`src/rtl/level_detector.sv`:
```
// Peak-hold, exponentially released level meter with a transient (beat) detector.
// Two-stage pipeline: saturating magnitude, then envelope/average/transient FSM.
module level_detector #(
  parameter int                      DATA_IN_BITS   = 24,
  parameter int                      RELEASE_SHIFT  = 10,
  parameter int                      AVG_SHIFT      = 14,
  parameter int                      THRESH_NUM     = 3,
  parameter int                      THRESH_SHIFT   = 1,
  parameter logic [DATA_IN_BITS-1:0] MIN_LEVEL      = 24'h080000,
  parameter int                      HOLDOFF_CYCLES = 4000000
) (
  input  logic                    clk,
  input  logic                    rst,
  input  logic [DATA_IN_BITS-1:0] sample,
  input  logic                    sample_valid,
  output logic [DATA_IN_BITS-1:0] level,
  output logic                    level_valid,
  output logic                    transient,
  output logic                    fsm_state
);

  // Handshake: sample is taken on every clk edge where sample_valid is high
  // (no ready, no backpressure); level_valid pulses for one cycle two edges
  // later, and transient for that sample rises in that same cycle.

  localparam int N    = DATA_IN_BITS;
  localparam int AW   = N + AVG_SHIFT;
  localparam int CW   = N + THRESH_SHIFT + 2;
  localparam int CNTW = $clog2(HOLDOFF_CYCLES + 1);

  typedef enum logic {
    ARMED   = 1'b0,
    HOLDOFF = 1'b1
  } state_t;

  logic [N-1:0]    mag;
  logic [N-1:0]    abs_r;
  logic            v1;

  logic [N-1:0]    env;
  logic [N-1:0]    env_dec;
  logic [N-1:0]    env_new;
  logic [AW-1:0]   avg_acc;
  logic [AW-1:0]   avg_acc_next;
  logic [N-1:0]    avg;
  logic [CW-1:0]   lhs;
  logic [CW-1:0]   rhs;
  logic            cond;

  state_t          state;
  state_t          state_next;
  logic [CNTW-1:0] cnt;
  logic [CNTW-1:0] cnt_next;
  logic            transient_next;

  // Most negative input has no positive twin; clamp it to the largest positive.
  always_comb begin
    mag = sample;
    if (sample[N-1]) begin
      if (sample[N-2:0] == '0) mag = {1'b0, {(N-1){1'b1}}};
      else                     mag = -sample;
    end
  end

  always_ff @(posedge clk or negedge rst) begin
    if (!rst) begin
      abs_r <= '0;
      v1    <= 1'b0;
    end else begin
      v1 <= sample_valid;
      if (sample_valid) abs_r <= {mag[N-2:0], 1'b0};
    end
  end

  // Instant attack; proportional release that degrades to -1 steps near zero.
  always_comb begin
    env_dec = env >> RELEASE_SHIFT;
    if (abs_r >= env)         env_new = abs_r;
    else if (env_dec != '0)   env_new = env - env_dec;
    else if (env != '0)       env_new = env - N'(1);
    else                      env_new = '0;
  end

  assign avg          = avg_acc[AW-1:AVG_SHIFT];
  assign avg_acc_next = avg_acc - (avg_acc >> AVG_SHIFT) + AW'(env_new);

  // Compare against the average before this sample is folded in.
  assign lhs  = CW'(env_new) << THRESH_SHIFT;
  assign rhs  = CW'(avg) * CW'(THRESH_NUM);
  assign cond = (lhs > rhs) && (env_new >= MIN_LEVEL);

  always_comb begin
    state_next     = state;
    cnt_next       = cnt;
    transient_next = 1'b0;
    case (state)
      ARMED: begin
        if (v1 && cond) begin
          transient_next = 1'b1;
          cnt_next       = CNTW'(HOLDOFF_CYCLES - 1);
          state_next     = HOLDOFF;
        end
      end
      HOLDOFF: begin
        if (cnt == '0) state_next = ARMED;
        else           cnt_next   = cnt - CNTW'(1);
      end
      default: state_next = ARMED;
    endcase
  end

  always_ff @(posedge clk or negedge rst) begin
    if (!rst) begin
      env         <= '0;
      avg_acc     <= '0;
      level_valid <= 1'b0;
      transient   <= 1'b0;
      state       <= ARMED;
      cnt         <= '0;
    end else begin
      level_valid <= v1;
      transient   <= transient_next;
      state       <= state_next;
      cnt         <= cnt_next;
      if (v1) begin
        env     <= env_new;
        avg_acc <= avg_acc_next;
      end
    end
  end

  assign level     = env;
  assign fsm_state = state;

endmodule

```
`config.mk`:
```
export PLATFORM = sky130hd
export DESIGN_NAME = level_detector
export DESIGN_NICKNAME = d
export VERILOG_FILES = /design/src/rtl/level_detector.sv
export SDC_FILE = /design/constraint.sdc
export NUM_CORES = 1
export LEC_CHECK = 0
export CORE_UTILIZATION = 55
export CTS_CLUSTER_SIZE = 8
export DETAILED_ROUTE_END_ITERATION = 12
export PLACE_DENSITY = 0.86
export SLEW_MARGIN = 10
export SYNTH_ARGS = -nofsm -noshare
export SYNTH_HDL_FRONTEND = slang
export SYNTH_SLANG_ARGS = --single-unit
export TNS_END_PERCENT = 100
```
`constraint.sdc`:
```
create_clock -name clk -period 10.9 [get_ports clk]
set_input_delay 3.27 -clock clk [delete_from_list [all_inputs] [get_ports clk]]
set_output_delay 3.27 -clock clk [all_outputs]
set_load 0.02 [all_outputs]
```
==> impl_metrics.csv <==
group,metric,value,unit
clock_tree,clock_sinks,111,
sta,clock-skew-final,0.00858,ns
floorplan,core_area,19700,um^2
outcome,status,"complete, no violations",
detailed_routing,firstDrtPassIters,5,
synthesis,avgSynthCellArea,8.35,um^2
final_layout,seqCellArea,2780,um^2
critical_path,path_class,"register to register",
placed_design,dp_slack,4.30,ns
sta,timing.hold.ws,0.518,ns
floorplan,die_area,20800,um^2
clock_tree,hold_buffers,0,
sta,setup_viol,0,
detailed_routing,wl_met2,14.2,mm
grt,grt_max_degree,80,
synthesis,synthFlopType,"dfrtp_1",
sta,slew_violations,0,
grt,grt.total_usage,30.7,%
synthesis,synth.distinct_cells,79,
sta,max_freq,146,MHz
sta,hold_violations,0,
synthesis,syn_inst,1332,
final_layout,syn_to_final_growth,9.21,%
grt,grt-ovfl-total,0,
synthesis,synth_seq_cells,111,
critical_path,crit_chain,"inv_1, ha_1, nand4_1, a2111o_1, a31o_1, a21boi_2, or2_2, nand2_1, o21ai_0, inv_1, fa_1, inv_1, ha_1, and2_1, a32oi_1, o21ai_0, a221oi_1, o21ai_0, a311oi_1, o21ai_0, a21oi_1, o21ai_0, a221o_1",
sta,worst_pin_slew,1.08,ns
job,maxCapViolCount,0,
grt,antenna_found_initial,0,
clock_tree,cts_setup_buffers,0,
detailed_routing,num_vias,10200,
sta,fin_ws,4.05,ns
floorplan,rows,51,
critical_path,worstPathMaxFanout,31,
critical_path,crit_top_cell,"o21ai_0",
final_layout,multiInputGateArea,7750,um^2
critical_path,critPathLaunchType,"register",
synthesis,netlist_area,11100,um^2
clock_tree,ctsHtreeMaxLevel,3,
sta,finalSetupTns,0,ns
clock_tree,ctsLongestPathBuffers,2,
floorplan,start_util,56.6,%
clock_tree,cts_resized,0,
detailed_routing,viasPerCell,6.28,
detailed_routing,top_layer_used,"met4",
critical_path,cpPeakStageDelay,0.60,ns
hold_path,hold_class,"register to register",
synthesis,syn_nets,1511,
synthesis,synth_warnings,0,
clock_tree,clock_latency,0.37,ns
placed_design,routabilityCongestion,0.957,
final_layout,nets,1539,
final_layout,fin_area,12200,um^2
clock_tree,clk_pin_slew,0.08,ns
sta,fin_crit_sh,62.8,%
critical_path,critical_path_arrival,7.10,ns
detailed_routing,drc,0,
floorplan,die_w,144,um
critical_path,crit_path_top_delay_cell,"dfrtp_1",
critical_path,cp-end-kind,"register",
detailed_routing,wl_met1,13.5,mm
clock_tree,clock-root-buffer,"clkbuf_16",
clock_tree,cts_buffers,9,
sta,maxSlewHeadroom,27.6,%
clock_tree,cts_tree,"done",
synthesis,synthArstFlopShare,100,%
detailed_routing,met3_length,2.12,mm
grt,grt_pass1_vias,9696,
detailed_routing,drtAntennaViolNets,0,
detailed_routing,wire_per_inst,18.8,um
sta,rsz0062_at_grt,"no",
sta,fin_crit,6.85,ns
final_layout,fillers,1720,
synthesis,synth.yosys.seq_area_share,25.0,%
final_layout,n_antenna_cell,0,
grt,grt_pass1_wl,49.9,mm
critical_path,crit_required,11.16,ns
floorplan,chipHeight,144,um
placed_design,dpl_cell_area,11800,um^2
placed_design,io_buffers,53,
detailed_routing,first_iter_violations,937,
floorplan,ioPinCount,54,
placed_design,hpwl,24.0,mm
detailed_routing,wirelength,30.6,mm
synthesis,synth_edf_count,0,
final_layout,final_layout_size_suffix_gt1_share,5.20,%
==> worst paths after layout <==
path / from / endpoint / slack, ns / cells after the start
worst max register to register: level[14]$_DFFE_PN0P_ / avg_acc[25]$_DFFE_PN0P_ / 4.05 / 23
worst max-delay path: level[14]$_DFFE_PN0P_ / avg_acc[25]$_DFFE_PN0P_ / 4.05 / 23
worst min-delay path: cnt[15]$_DFFE_PN0P_ / cnt[15]$_DFFE_PN0P_ / 0.52 / 2
min in group asynchronous: rst / level[20]$_DFFE_PN0P_ / 2.96 / 1
worst min register to register: cnt[15]$_DFFE_PN0P_ / cnt[15]$_DFFE_PN0P_ / 0.52 / 2
max in group asynchronous: rst / v1$_DFF_PN0_ / 6.72 / 2
==> state kept, by name (all words and copies together), names as in the netlist <==
register and count:
avg_acc 38, level 24, abs_r 23, cnt 22
fsm_state 1, level_valid 1, transient 1, v1 1
==> cells in the final DEF, fill, tap and decap left out, types with 25 or more instances in the layout <==
cell and count:
a21o_1 25, a21oi_1 112, clkdlybuf4s50_1 52, dfrtp_1 110, fa_1 25, ha_1 127
inv_1 106, nand2_1 117, nor2_1 106, nor3_1 36, o21ai_0 85, xnor2_1 60
xor2_1 39
==> worst max-delay path: cells and delay by family, from the launching register on <==
kind	cells	cell delay (ns)
AO/OA/AOI/OAI	13	3.62
adder cells (fa/ha/maj)	3	1.18
AND/OR/NAND/NOR	4	0.98
flip-flops	1	0.60
buffers and inverters	3	0.33
==> per-layer routing <==
| layer | vias to the layer above | global-route usage, % |
|---|---|---|
| li1 | 4852 | - |
| met2 | 396 | 50.6 |
| met1 | 4929 | 41.6 |
| met5 | - | 0 |
| met4 | 0 | 9.75 |
| met3 | 61 | 4.17 |
==> synth_stat cells, drive strengths merged, types with 7 or more instances <==
library cell | count | share of area, %
a21o | 25 | 1.7
ha | 127 | 14
o21a | 14 | 0.94
dfrtp | 111 | 25
nor2 | 107 | 3.6
a31o | 7 | 0.55
a31oi | 15 | 0.98
o21ai | 92 | 4.1
a211oi | 13 | 0.92
fa | 25 | 4.5
inv | 107 | 3.6
or4 | 8 | 0.61
mux2i | 12 | 1.1
and3 | 10 | 0.56
o21bai | 14 | 0.94
nand4 | 18 | 1.0
nor4 | 10 | 0.62
nand2b | 11 | 0.62
buf | 13 | 0.73
a21oi | 113 | 5.1
nand3 | 20 | 0.90
xor2 | 39 | 3.1
a2bb2oi | 13 | 1.0
or3 | 19 | 1.1
xnor2 | 60 | 4.7
or2 | 13 | 0.73
and2 | 11 | 0.63
mux2 | 13 | 1.3
o31ai | 17 | 1.3
nand2 | 117 | 3.9
nor3 | 38 | 1.9
nor2b | 10 | 0.56
clkbuf | 28 | 0.94
==> layout make-up <==
cell class                 instances  area share (%)
multi-input combinational       1072            63.8
sequential                       111            22.9
clock inverter                     7           0.721
clock buffer                       9            1.85
timing repair buffer              58            4.65
inverter                         108            3.36
tap                              265            2.73
==> kinds of logic (layout without fill, tap and decap cells) <==
family                     count (synthesis)  after routing  share of synthesized area (%)
and+or+nand+nor                          403            403                           17.6
AOI/OAI and AO/OA                        393            393                           23.1
adders and majority gates                152            152                           18.8
buffers and inverters                    149            182                           5.34
DFF                                      111            111                           25.0
xor gates and xnor gates                  99             99                           7.79
muxes                                     25             25                           2.43
==> through the flow <==
step	utilization, %	std cells
2_1_floorplan	-	1332
3_3_place_gp	60.2	1614
3_5_place_dp	60.2	1614
4_1_cts	61.8	1630
5_1_grt	61.8	1630
6_report	61.8	1630
Power is left out: the tool's default activity adds up to more than one toggle a clock period on the data nets, which glitch-free logic cannot reach.
==> RTL edit 1 (same flow settings) <==
Remove the register `level_valid`: a continuous assignment takes its place, so the output `level_valid` follows one clock earlier. Comments in the files are not updated.
--- a/src/rtl/level_detector.sv
+++ b/src/rtl/level_detector.sv
@@ -115,3 +115,2 @@
       avg_acc     <= '0;
-      level_valid <= 1'b0;
       transient   <= 1'b0;
@@ -120,3 +119,2 @@
     end else begin
-      level_valid <= v1;
       transient   <= transient_next;
@@ -131,2 +129,4 @@
 
+  assign level_valid = v1;
+
   assign level     = env;
Formal check against the unedited RTL: not equivalent (Yosys sat finds a counterexample within 4 cycles, from zero or initial values and one cycle with rst low).
==> RTL edit 1 against the original RTL <==
- via count increased by 1.7%
- worst setup slack improved by 450 ps
- largest cell class unchanged
- sequential cell count decreased by 1
- design area increased by 0.32%
- routed wire length increased by 1.7%
- critical path type unchanged
- final cell count increased by 0.25%
- synthesized area increased by 0.55%
- critical endpoint is now avg_acc[36]
- non-clock buffer count decreased by 1
Power is not shown: default switching activity piles up to over one toggle a cycle in this logic, so the estimate is an artifact.
==> RTL edit 1: results (changes against the original RTL) <==
Hold path:
- The number of stages on the worst hold path is 2 (unchanged).
- The startpoint identified for the worst hold timing path is avg_acc[5].
- The end of the worst hold path is avg_acc[5].

Cells and area:
- The number of nets in the layout is 1543 (+0.26%).
- The filler cell count in the final layout came to 1669 (-3.0%).
- The number of flip-flops in the largest register is 38 (unchanged).

Place:
- The post-placement worst setup slack is 4660 ps (+357 ps).
- The placer's final routability congestion estimate is 0.976 (+2.0%).
- The standard cell area after detailed placement is 11900 um2 (+0.45%).
- The sum of net half-perimeters after detailed placement is 24.2 mm (+0.69%).

Routing:
- The number of DRC violations after detailed-routing iteration 0 is 830 (-11%).
- The wire length per cell after detailed routing is 19.0 um (+1.4%).
- The amount of wire on met3 after detailed routing came to 2.35 mm (+11%).
- The wire length on met1 is 13.2 mm (-1.8%).

Synth:
- The mean instance size in the synthesized netlist is 8.33 um2 (-0.27%).
- By count the netlist is led by ha_1 (127), inv_1 (125), a21oi_1 (110), dfrtp_1 (110), nand2_1 (103).
- The post-synthesis sequential area ratio is 0.246 (-0.00360).
- Sorting the synthesized cells by area gives the leading types as dfrtp_1 (25%), ha_1 (14%), a21oi_1 (4.9%), xnor2_1 (4.9%), fa_1 (4.5%).
- The number of library cell types mapped by synthesis was 77 (-2.5%).

Timing:
- The clock skew after layout was 11.5 ps (+2.87 ps).
- The slew at the pin with the worst max-slew slack is 1030 ps (-46.7 ps).
- The post-layout worst setup margin is 4500 ps (+448 ps).
- The final hold slack is 487 ps (-30.7 ps).

Critical path:
- The critical register-to-register path endpoint is avg_acc[36].
- The critical path launch point is level[20].
- The maximum fanout encountered on the critical timing path is 21 (-32%).
- The cell with the largest stage delay on the worst path is a22oi_1.
- The largest stage delay on the critical path is 580 ps (-20 ps).
- The cell count of the worst reg-to-reg path is 21 (-8.7%).
- The arrival time of data at the critical path endpoint came to 6650 ps (-450 ps).

Global route:
- The initial antenna violation count is 0 (unchanged).
- The routing usage on met2 is 0.499 (-0.00673).
- The maximum number of pins on one net before global-route repair came to 74 (-7.5%).
- The via count of the first global-routing pass is 10000 (+3.2%).
- The global routing usage on met3 is 0.0510 (+0.00927).
- The global-route usage over all layers came to 0.308 (+0.00114).
- The met1 demand-to-capacity share in global routing is 0.405 (-0.0111).

Run status:
- The run finished with clean final reports.
[RTL edit 1: cell families after synthesis]
family / Yosys count / synth area share
flops: 110 / 0.246
buf+inv: 172 / 0.0588
simple gates: 383 / 0.171
xor+xnor: 98 / 0.0767
mux: 30 / 0.0285
fa+ha+maj: 152 / 0.187
compound gates: 398 / 0.233
[RTL edit 1: layout make-up]
cell class	instances	area (um2)	area share
Clock buffer	9	225	0.0185
Clock inverter	7	72.6	0.00595
Inverter	125	469	0.0385
Multi-Input combinational cell	1061	7780	0.638
Sequential cell	110	2760	0.226
Tap cell	265	332	0.0272
Timing Repair Buffer	57	558	0.0458
[RTL edit 1: critical path, delay by kind of cell, from the launching register on]
family,cells,cell delay [ps]
adder cells (fa/ha/maj),3,880
XOR/XNOR,1,140
buffers and inverters,2,230
flip-flops,1,540
AO/OA/AOI/OAI,9,2980
AND/OR/NAND/NOR,6,1500
==> RTL edit 2 (same settings) <==
Without the edit above. Set the parameter `AVG_SHIFT` to 28 (it was 14).
--- a/src/rtl/level_detector.sv
+++ b/src/rtl/level_detector.sv
@@ -5,3 +5,3 @@
   parameter int                      RELEASE_SHIFT  = 10,
-  parameter int                      AVG_SHIFT      = 14,
+  parameter int                      AVG_SHIFT      = 28,
   parameter int                      THRESH_NUM     = 3,
Formal check against the unedited RTL: no difference found for any inputs over 10 cycles, from zero or initial values and one cycle with rst low; that may be too few to reach the edited logic, so the function may still have changed.
==> RTL edit 2 against the original RTL <==
- synthesized area up 9.1%
- global-route usage hardly changed
- sequential share of layout area grew 0.42 points
- largest cell class unchanged
- worst setup slack worse by 1400 ps
- sequential cell count increased by 14
- worst hold slack better by 19 ps
- critical path depth stayed put
- utilization grew 1.2 points
- critical endpoint is now avg_acc[46]
- routed wire length up 9.1%
- design area up 11%
Power is not shown: default switching activity piles up to over one toggle a cycle in this logic, so the estimate is an artifact.
==> RTL edit 2: results (changes against the original RTL) <==
Global route:
- The routing usage on met2 was 0.491 (-0.0154).
- The wire length of the first global-routing pass is 53.9 mm (+7.9%).
- The maximum number of pins on one net before global-route repair was 99 (+24%).
- The global routing usage on met3 is 0.0482 (+0.00646).
- The initial antenna violation count was 0 (unchanged).
- The via count of the first global-routing pass is 10400 (+6.9%).
- The global-route usage over all layers was 0.307 (about the same).
- The met1 demand-to-capacity share in global routing was 0.419 (+0.00360).

Critical path:
- The maximum fanout encountered on the critical timing path is 22 (-29%).
- The arrival time of data at the critical path endpoint is 8530 ps (+1430 ps).
- On the critical path, the stage with the largest delay is an instance of nor4_1.
- The largest stage delay on the critical path is 870 ps (+270 ps).

Clock tree:
- The clock buffer count from CTS is 17 (+8).
- The clock latency of the later-clocked register in the worst-skew pair is 440 ps (+70 ps).
- The clock-pin transition on the worst setup and hold timing paths is 80 ps (about the same).
- The total number of H-tree levels came to 4 (+1).
- The post-CTS repair timing setup buffer count came to 0 (unchanged).
- The count of instances resized after the clock tree is built is 0 (unchanged).
- The tree is rooted in a clkbuf_16.
- The buffer levels on the longest clock path is 2 (unchanged).

Hold path:
- The class of the worst hold path is register to register.

Timing:
- The clock skew after layout was 14.6 ps (+6.06 ps).
- The worst-case headroom to the max-slew limit is 0.305 (+0.0293).

Synth:
- By area the synthesized netlist is led by dfrtp_1 (26%), ha_1 (15%), xnor2_1 (6.1%), a21oi_1 (4.8%), fa_1 (4.1%).
- For this run, the leading register cell type out of synthesis is dfrtp_1.
- The count of yosys warnings during synthesis is 0 (unchanged).
- By count the netlist is led by ha_1 (141), dfrtp_1 (125), inv_1 (124).
- The post-synthesis sequential area ratio is 0.258 (+0.00815).
- The net count after synthesis is 1632 (+8.0%).
- The fraction of registers with async set/reset is 1.00 (unchanged).
- The number of library cell types mapped by synthesis is 81 (+2.5%).

Place:
- The quantity of I/O buffers inserted on ports came to 53 (unchanged).
- The post-placement worst setup slack was 3160 ps (-1140 ps).
- The placer's final routability congestion estimate is 1.01 (+5.6%).
- The sum of net half-perimeters after detailed placement came to 25.4 mm (+5.8%).

Cells and area:
- The antenna diode count is 0 (unchanged).
- The share of layout cells above drive strength 1 is 0.0588 (+0.00677).
- The number of nets in the layout came to 1660 (+7.9%).
- The number of flip-flops in the largest register is 52 (+37%).
- avg_acc holds more flip-flops than any other register.

Routing:
- The highest signal layer in the routed design is met4.
- The routed via count is 10900 (+6.1%).
- The amount of wire on met3 after detailed routing came to 2.29 mm (+8.1%).
- The wire length on met1 is 14.9 mm (+11%).
- The final wirelength is 33.4 mm (+9.1%).
- The detailed route wirelength on metal2 is 15.1 mm (+6.4%).
- The number of DRC violations after detailed-routing iteration 0 came to 1093 (+17%).
- The total iterations of the first detailed-routing run came to 6 (+1).

Run status:
- The run finished with clean final reports.
-- RTL edit 2: changes by cell type after synthesis, sizes merged, moves of 13 or more --
cell     delta
a21o       +24
a2bb2oi    -13
dfrtp      +14
ha         +14
inv        +19
nor2       +17
nor3       -16
xnor2      +25
-- RTL edit 2: cells by family after synthesis --
kind of cell | synth area share
AOI/OAI and AO/OA | 0.217
xor gates and xnor gates | 0.0946
adders and majority gates | 0.187
buffers and inverters | 0.0558
DFF | 0.258
muxes | 0.0265
and+or+nand+nor | 0.161
-- RTL edit 2: cell type report --
type                            instances  area, um2
Inverter                              126        473
Clock inverter                         15        171
Clock buffer                           17        425
Multi-Input combinational cell       1140       8340
Sequential cell                       125       3130
Fill cell                            1792       7900
Timing Repair Buffer                   57        562
Tap cell                              275        344
-- RTL edit 2: final timing paths --
path	from	to	slack, ps	cells past startpoint
setup / recovery	level[17]	avg_acc[46]	2640	23
hold / removal	cnt[5]	cnt[5]	540	2
setup reg to reg	level[17]	avg_acc[46]	2640	23
hold reg to reg	cnt[5]	cnt[5]	540	2
max in group asynchronous	rst	v1	6700	2
min in group asynchronous	rst	cnt[4]	2780	1
-- RTL edit 2: stage by stage --
step,cells,cell area [um2],hold WS (ps)
floorplan,1439,12100,373
CTS,1755,13400,535
global route,1755,13400,567
finish,1755,13400,537
global placement,1723,12900,503
detailed placement,1723,12900,513
-- RTL edit 2: worst max-delay path, delay by kind of cell (launching register included) --
family / cells / cell delay (ps)
flops: 1 / 510
fa+ha+maj: 3 / 1260
simple gates: 4 / 1490
compound gates: 12 / 4090
buf+inv: 2 / 470
mux: 1 / 90
xor+xnor: 1 / 150
